==> src/rtl/uart_rx_port.sv <==
// 8N1 serial receiver on the CPU bus: 2-flop synchroniser, bit FSM, byte FIFO, registered read (1 cycle).
// Full FIFO drops new bytes and sets ovr; UART_RX_IRQ_EN adds the irqen bit and the registered irq output.
module uart_rx_port #(
    parameter int CLKS_PER_BIT = 16,
    parameter int FIFO_AW      = 3
) (
    input  logic       clk,
    input  logic       reset,
    input  logic       rx,
    input  logic       sel,
    input  logic       addr,
    input  logic       we,
    input  logic [7:0] data_in,
    output logic [7:0] data_out
`ifdef UART_RX_IRQ_EN
    ,
    output logic       irq
`endif
);

    localparam int DEPTH = 1 << FIFO_AW;
    localparam int BCW   = $clog2(CLKS_PER_BIT);
    localparam logic [BCW-1:0]   BC_LAST  = BCW'(CLKS_PER_BIT - 1);
    localparam logic [BCW-1:0]   BC_MID   = BCW'(CLKS_PER_BIT / 2 - 1);
    localparam logic [FIFO_AW:0] CNT_FULL = (FIFO_AW + 1)'(DEPTH);
    localparam logic [FIFO_AW:0] PTR_LAST = (FIFO_AW + 1)'(DEPTH - 1);

    typedef enum logic [2:0] {S_IDLE, S_START, S_DATA, S_STOP, S_BRK} state_t;

    state_t           state_q, state_d;
    logic             rx_meta_q, rx_s_q;
    logic [BCW-1:0]   bc_q, bc_d;
    logic [2:0]       bi_q, bi_d;
    logic [7:0]       sh_q, sh_d;
    logic [7:0]       mem_q [DEPTH];
    logic [7:0]       mem_d [DEPTH];
    logic [FIFO_AW:0] wp_q, wp_d, rp_q, rp_d, cnt_q, cnt_d;
    logic             ovr_q, ovr_d, ferr_q, ferr_d;
    logic [7:0]       dout_q, dout_d;
    logic             push, ferr_set, pop, do_push, empty, full, irqen_bit;
    logic [7:0]       status;
    logic             unused_wdat;

    assign empty    = (cnt_q == '0);
    assign full     = (cnt_q == CNT_FULL);
    assign status   = {irqen_bit, 3'b000, ferr_q, ovr_q, full, ~empty};
    assign data_out = dout_q;

    // Receiver FSM; bc/bi only advance outside IDLE and BRK.
    always_comb begin
        state_d  = state_q;
        bc_d     = bc_q;
        bi_d     = bi_q;
        sh_d     = sh_q;
        push     = 1'b0;
        ferr_set = 1'b0;
        case (state_q)
            S_IDLE: begin
                bc_d = '0;
                if (!rx_s_q) state_d = S_START;
            end
            S_START: begin
                if (bc_q == BC_MID) begin
                    bc_d    = '0;
                    bi_d    = '0;
                    state_d = rx_s_q ? S_IDLE : S_DATA;
                end else begin
                    bc_d = bc_q + 1'b1;
                end
            end
            S_DATA: begin
                if (bc_q == BC_LAST) begin
                    bc_d = '0;
                    sh_d = {rx_s_q, sh_q[7:1]};
                    if (bi_q == 3'd7) state_d = S_STOP;
                    else              bi_d    = bi_q + 1'b1;
                end else begin
                    bc_d = bc_q + 1'b1;
                end
            end
            S_STOP: begin
                if (bc_q == BC_LAST) begin
                    bc_d = '0;
                    if (rx_s_q) begin
                        push    = 1'b1;
                        state_d = S_IDLE;
                    end else begin
                        ferr_set = 1'b1;
                        state_d  = S_BRK;
                    end
                end else begin
                    bc_d = bc_q + 1'b1;
                end
            end
            S_BRK: begin
                if (rx_s_q) state_d = S_IDLE;
            end
            default: state_d = S_IDLE;
        endcase
    end

    // FIFO, sticky flags and bus read mux; a flag set in the same cycle as its clear wins.
    always_comb begin
        pop     = sel && !we && !addr && !empty;
        do_push = push && (!full || pop);
        mem_d   = mem_q;
        wp_d    = wp_q;
        rp_d    = rp_q;
        cnt_d   = cnt_q;
        ovr_d   = ovr_q;
        ferr_d  = ferr_q;
        dout_d  = dout_q;
        if (do_push) begin
            mem_d[wp_q[FIFO_AW-1:0]] = sh_q;
            wp_d = (wp_q == PTR_LAST) ? '0 : wp_q + 1'b1;
        end
        if (pop) rp_d = (rp_q == PTR_LAST) ? '0 : rp_q + 1'b1;
        if (do_push && !pop)      cnt_d = cnt_q + 1'b1;
        else if (pop && !do_push) cnt_d = cnt_q - 1'b1;
        if (sel && we && addr) begin
            if (data_in[2]) ovr_d  = 1'b0;
            if (data_in[3]) ferr_d = 1'b0;
        end
        if (push && full && !pop) ovr_d  = 1'b1;
        if (ferr_set)             ferr_d = 1'b1;
        if (sel && !we) begin
            if (addr)       dout_d = status;
            else if (empty) dout_d = 8'h00;
            else            dout_d = mem_q[rp_q[FIFO_AW-1:0]];
        end
    end

    always_ff @(posedge clk) begin
        if (!reset) begin
            rx_meta_q <= 1'b1;
            rx_s_q    <= 1'b1;
            state_q   <= S_IDLE;
            bc_q      <= '0;
            bi_q      <= '0;
            sh_q      <= '0;
            wp_q      <= '0;
            rp_q      <= '0;
            cnt_q     <= '0;
            ovr_q     <= 1'b0;
            ferr_q    <= 1'b0;
            dout_q    <= 8'h00;
        end else begin
            rx_meta_q <= rx;
            rx_s_q    <= rx_meta_q;
            state_q   <= state_d;
            bc_q      <= bc_d;
            bi_q      <= bi_d;
            sh_q      <= sh_d;
            wp_q      <= wp_d;
            rp_q      <= rp_d;
            cnt_q     <= cnt_d;
            ovr_q     <= ovr_d;
            ferr_q    <= ferr_d;
            dout_q    <= dout_d;
        end
    end

    always_ff @(posedge clk) begin
        mem_q <= mem_d;
    end

`ifdef UART_RX_IRQ_EN
    logic irqen_q, irqen_d, irq_q, irq_d;

    assign irqen_bit   = irqen_q;
    assign irq         = irq_q;
    assign unused_wdat = ^{data_in[6:4], data_in[1:0]};

    always_comb begin
        irqen_d = irqen_q;
        if (sel && we && addr) irqen_d = data_in[7];
        irq_d = irqen_q && !empty;
    end

    always_ff @(posedge clk) begin
        if (!reset) begin
            irqen_q <= 1'b0;
            irq_q   <= 1'b0;
        end else begin
            irqen_q <= irqen_d;
            irq_q   <= irq_d;
        end
    end
`else
    assign irqen_bit   = 1'b0;
    assign unused_wdat = ^{data_in[7:4], data_in[1:0]};
`endif

endmodule

==> config.mk <==
export PLATFORM = sky130hd
export DESIGN_NAME = uart_rx_port
export DESIGN_NICKNAME = d
export VERILOG_FILES = /design/src/rtl/uart_rx_port.sv
export SDC_FILE = /design/constraint.sdc
export NUM_CORES = 1
export LEC_CHECK = 0
export ABC_AREA = 1
export CAP_MARGIN = 20
export CORE_MARGIN = 2
export CORE_UTILIZATION = 45
export DETAILED_ROUTE_END_ITERATION = 8
export GPL_TIMING_DRIVEN = 0
export RECOVER_POWER = 25
export SETUP_SLACK_MARGIN = 0.02
export SLEW_MARGIN = 15
export SYNTH_ARGS = -nofsm -noshare
export SYNTH_HDL_FRONTEND = slang
export SYNTH_SLANG_ARGS = --single-unit
export TNS_END_PERCENT = 20
==> constraint.sdc <==
create_clock -name clk -period 2.1 [get_ports clk]
set_input_delay 0.315 -clock clk [delete_from_list [all_inputs] [get_ports clk]]
set_output_delay 0.315 -clock clk [all_outputs]
set_load 0.01 [all_outputs]
# After elaboration in Yosys (flattened, before gate mapping)
# Index checks and enable logic that the tools add are counted.
# word_totals
register_bits	106
rom_bits	0
n_memories	0
inputBits	14
word_cells	122
out_inout_bits	8
ramBits	0
latchBits	0
# op_classes
n_reduce_logical	33
bitwise	3
div_mod_pow	0
addsub	6
n_mul	0
n_shift	0
n_eq_ne	17
magnitude_cmp	3
mux	40
# ops
cell	n
$bwmux 64	1
$mux 8	5
$mux 3	10
$bmux 8 s3	1
$demux 8 s3	1
$mux 4	6
$add 4x1->4 const B	4
$pmux 3 s5	1
$ne 2x2->1 const B	7
$eq 4x3->1 const B	3
$mux 1	12
$pmux 4 s3	1
$reduce_bool 2->1	6
$logic_and 1x1->1	11
$eq 4x4->1 const B	2
$ge 4x4->1 const B	2
$not 3->4	2
$eq 3x2->1 const B	2
$eq 3x3->1 const B	2
$logic_not 1->1	6
$pmux 3 s2	1
$reduce_and 2->1	3
$reduce_and 6->1	1
$logic_not 4->1	1
other kinds (11)	11

# Longest topological paths before layout
# logic_depth
ltp_word	10
ltp_mapped	15
depth_no_buf	15

# Worst setup path before layout
# No wires, ideal clock.
# synth_timing
path_type	flip-flop to flip-flop
from	register bc_q[0]
to	register cnt_q[3]
arrival_time_ns	2.048
path_buffers	0
required_ns	1.968
path_stages_with_launch	16
synth_period_minus_slack_ns	2.180
setup_slack_ns	-0.080
cell_sequence	dfxtp_1 ha_1 nand2_2 nor2_4 nand4_1 clkinv_2 nand2_4 inv_6 ha_1 inv_1 ha_1 a21oi_1 nand2_1 xor2_1 nand2_1 a21oi_1
# synth_between
elab_chain_len	7
elab_cells_between_ends	9
# synth_rtl
item	line_no	text
start, declared	32	logic [BCW-1:0] bc_q, bc_d;
start signal, assigned	138	bc_q <= '0;
start signal, assigned	151	bc_q <= bc_d;
$eq 4x4->1 *	82	if (bc_q == BC_LAST) begin
$mux 1 *	82	
$mux 1 *	57	case (state_q)
$logic_and 1x1->1 *	105	do_push = push && (!full || pop);
via do_push	40	logic push, ferr_set, pop, do_push, empty, full, irqen_bit;
$logic_not 1->1	119	else if (pop && !do_push) cnt_d = cnt_q - 1'b1;
$logic_and 1x1->1	119	
$reduce_bool 2->1 (no line)	-	
end signal, assigned	156	cnt_q <= cnt_d;
end, declared	37	logic [FIFO_AW:0] wp_q, wp_d, rp_q, rp_d, cnt_q, cnt_d;
# The timed path passes the listed nets; every way through them passes the cells marked *.
# A chain may end at the register's enable or synchronous reset.

# Worst setup path in the final report
# layout_timing
from	register bc_q[1]
to	register cnt_q[3]
# The elaborated chain is that of the path after synthesis.

==> results.py <==
metrics = {
    "sta": {
        "maxSlewHeadroom": 0.580,
        "tightest_slew_ns": 0.630,
        "hold_violations": 0,
        "rsz0062_at_grt": "true",
        "fin_crit_sh": 0.999,
        "setup_viol": 0,
        "fin_crit_ns": 2.10,
        "tns_ns": 0,
        "max_clock_freq_ghz": 0.477,
        "fin_skew_ns": 0.0103,
        "drv_slew": 0,
    },
    "synth": {
        "yosys-top-cells-count": "nand2_1, nor2_1, edfxtp_1",
        "yosysWarnings": 0,
        "synth_top_family_by_area": "simple AND/OR/NAND/NOR gates",
        "synthCells": 484,
        "ys_types": 35,
        "synth_top_area_frac": 0.419,
        "synth_flop_cell": "edfxtp_1",
        "synth.net_count": 507,
        "seq_area_frac_synth": 0.602,
        "synth_xor_area_frac": 0.00764,
        "synth-edff-count": 64,
        "synthArstFlopShare": 0,
        "synth-simple-area-share": 0.223,
        "synth_compound_area_frac": 0.0873,
        "syn_area_mm2": 0.00459,
        "ys_top_cells_by_area": "edfxtp_1, dfxtp_1, nand2_1, nor2_1, nand3_1",
        "synth.area.mux_share": 0,
        "ys_ff_latch": 106,
        "postSynthAreaPerCell_um2": 9.47,
        "yosysTopAreaCell": "edfxtp_1",
        "synthAdderAreaFrac": 0.0262,
    },
    "critical_path": {
        "required_ns": 2.40,
        "worstReg2RegStart": "bc_q[1]",
        "rrSetupSlack_ns": 0.003,
        "cp_cell_sequence": "ha_4 -> nand2_4 -> nor2_4 -> nand4_1 -> clkinv_2 -> nand2_4 -> inv_8 -> ha_4 -> inv_4 -> ha_4 -> nand3_2 -> nand2_2 -> xor2_1 -> nand2_1 -> a21oi_2",
        "worstRegToRegCells": 15,
        "cp.arrival_ns": 2.39,
        "critPathMaxFanout": 5,
        "startpoint": "bc_q[1]",
        "worstReg2RegEnd": "cnt_q[3]",
        "max_stage_delay_ns": 0.37,
        "crit_path_start_kind": "flop",
        "critPathCaptureType": "flop",
        "crit_top_cell": "ha_4",
        "crit_type": "reg2reg",
        "slowest_stage": "dfxtp_2",
    },
    "global_routing": {
        "antenna_found_initial": 0,
        "grt_pass1_wl_mm": 16.5,
        "grt_max_degree": 17,
        "grt_pass1_vias": 3184,
        "grt.total_usage": 0.195,
        "gr-total-overflow": 0,
    },
    "worst_hold_path": {
        "hp-start": "sel",
        "hold_depth": 4,
        "hold_end": "data_out[6]",
        "min-delay-path-class": "in2reg",
    },
    "drt": {
        "drcViolationCount": 0,
        "num_vias": 3338,
        "firstDrtPassIters": 4,
        "vias_per_cell": 5.07,
        "drt_iter0_markers": 172,
        "routed_wl_mm": 10.3,
        "wire_per_inst_um": 15.6,
        "antenna_left": 0,
    },
    "clock_tree": {
        "cts_buffer_depth": 2,
        "h-tree-depth": 3,
        "numCtsBuffers": 9,
        "clock_sinks": 106,
        "worstSkewPairLatency_ns": 0.37,
        "cts.clk_slew.worst_paths_ns": 0.10,
        "ctsHoldBuffers": 0,
        "cts_tree": "done",
        "root_buffer": "clkbuf_8",
    },
    "status": {
        "status": "finished, final reports clean",
    },
    "die": {
        "die_height_um": 105,
        "pin_count": 22,
        "fp.dieArea_mm2": 0.0110,
        "start_util": 0.467,
        "coreArea_mm2": 0.00982,
        "rows": 36,
        "fp.dieW_um": 105,
    },
    "power_and_ir_drop": {
        "power.density_mw_per_mm2": 746,
        "p_leak_uw": 0.00191,
        "power_uw": 3980,
        "irDropWorstVdd_mv": 0.513,
    },
    "placement": {
        "gp_congestion": 0.793,
        "dp_hpwl_mm": 7.08,
        "port_buffers": 15,
    },
    "finish": {
        "nets": 543,
        "layout-drive-gt1-share": 0.173,
        "fin_util": 0.543,
        "num_antenna_cells": 0,
        "area_growth_pct": 16.3,
    },
    "job": {
        "maxCapViolations": 0,
    },
}
layer usage:
metal  wire length (um)  track usage  vias up
met5                  0            0        -
met4                 36       0.0657        0
met3                504       0.0281        3
met2               5030        0.321       58
met1               4700        0.267     1577
li1                   -            -     1700
cell type report:
| class | instances | area, um^2 |
|---|---|---|
| buffer | 18 | 96.3 |
| clock buffer | 13 | 159 |
| clock inverter | 3 | 15.0 |
| fill | 929 | 4490 |
| inverter | 37 | 154 |
| multi-input combinational | 323 | 1750 |
| sequential | 106 | 2770 |
| tap | 133 | 166 |
| timing repair buffer | 25 | 228 |
what timing repair did:
action                     4_1_cts  5_1_grt
pin swaps                        3       10
resized for setup               16       18
setup endpoints to repair       67       42
cloned                           0        0
setup buffers                    4        6
worst max path at each step:
stage	end	slack [ns]	depth (start not counted)
after floorplan	mem_q[16]	0.03	9
after global placement	mem_q[28]	-0.78	9
after detailed placement	mem_q[51]	-0.74	9
after CTS	cnt_q[3]	-0.02	15
after global routing	cnt_q[3]	-0.13	15
final	cnt_q[3]	0.003	15
flip-flops by register name (all words and copies together) (netlist names), 3 cells and up:
register and count:
cnt_q 4, bi_q 3, mem_q 64, data_out 8
sh_q 8, state_q 3, rp_q 4, wp_q 4
bc_q 4
worst max-delay path, delay by kind of cell (launching register included):
kind                       cells  cell delay, ns
and+or+nand+nor                7            0.57
AOI/OAI and AO/OA              1            0.13
adders and majority gates      3            0.57
xor gates and xnor gates       1            0.15
DFF                            1            0.37
buffers and inverters          3            0.23
per-stage QoR:
| step | std cells | hold WS [ns] | worst slack, ns | cell area (um^2) |
|---|---|---|---|---|
| after floorplan | 484 | 0.393 | 0.0261 | 4610 |
| after global placement | 632 | 0.410 | -0.784 | 4920 |
| after detailed placement | 632 | 0.434 | -0.742 | 4930 |
| after CTS | 652 | 0.456 | -0.0191 | 5220 |
| after global routing | 658 | 0.383 | -0.129 | 5330 |
| final | 658 | 0.360 | 0.00268 | 5330 |
placed cells by master, fill, tap and decap left out, types with 5 or more instances in the layout:
cell / instances
buf_4: 12
edfxtp_1: 64
inv_1: 26
o21ai_0: 41
nand2_1: 78
nor2_2: 5
nand2_4: 5
dfxtp_1: 37
nor3_4: 7
clkbuf_1: 6
clkinv_2: 5
nand2_2: 8
nand3_1: 43
clkbuf_8: 11
clkdlybuf4s50_1: 14
a21oi_1: 29
nor2_1: 75
dfxtp_2: 5
buf_2: 9
where the power goes:
part	total, uW	switching (uW)	internal, uW
clock	1150	661	493
combinational	524	321	203
sequential	2300	58.3	2240
cells by family (layout without fill, tap and decap cells):
group                    Yosys count  count (layout)
AO/OA/AOI/OAI                     77              77
AND/OR/NAND/NOR                  233             233
buffers and inverters             55              96
XOR/XNOR                           4               4
flip-flops                       106             106
adder cells (fa/ha/maj)            9               9
(Power assumes the default switching activity.)
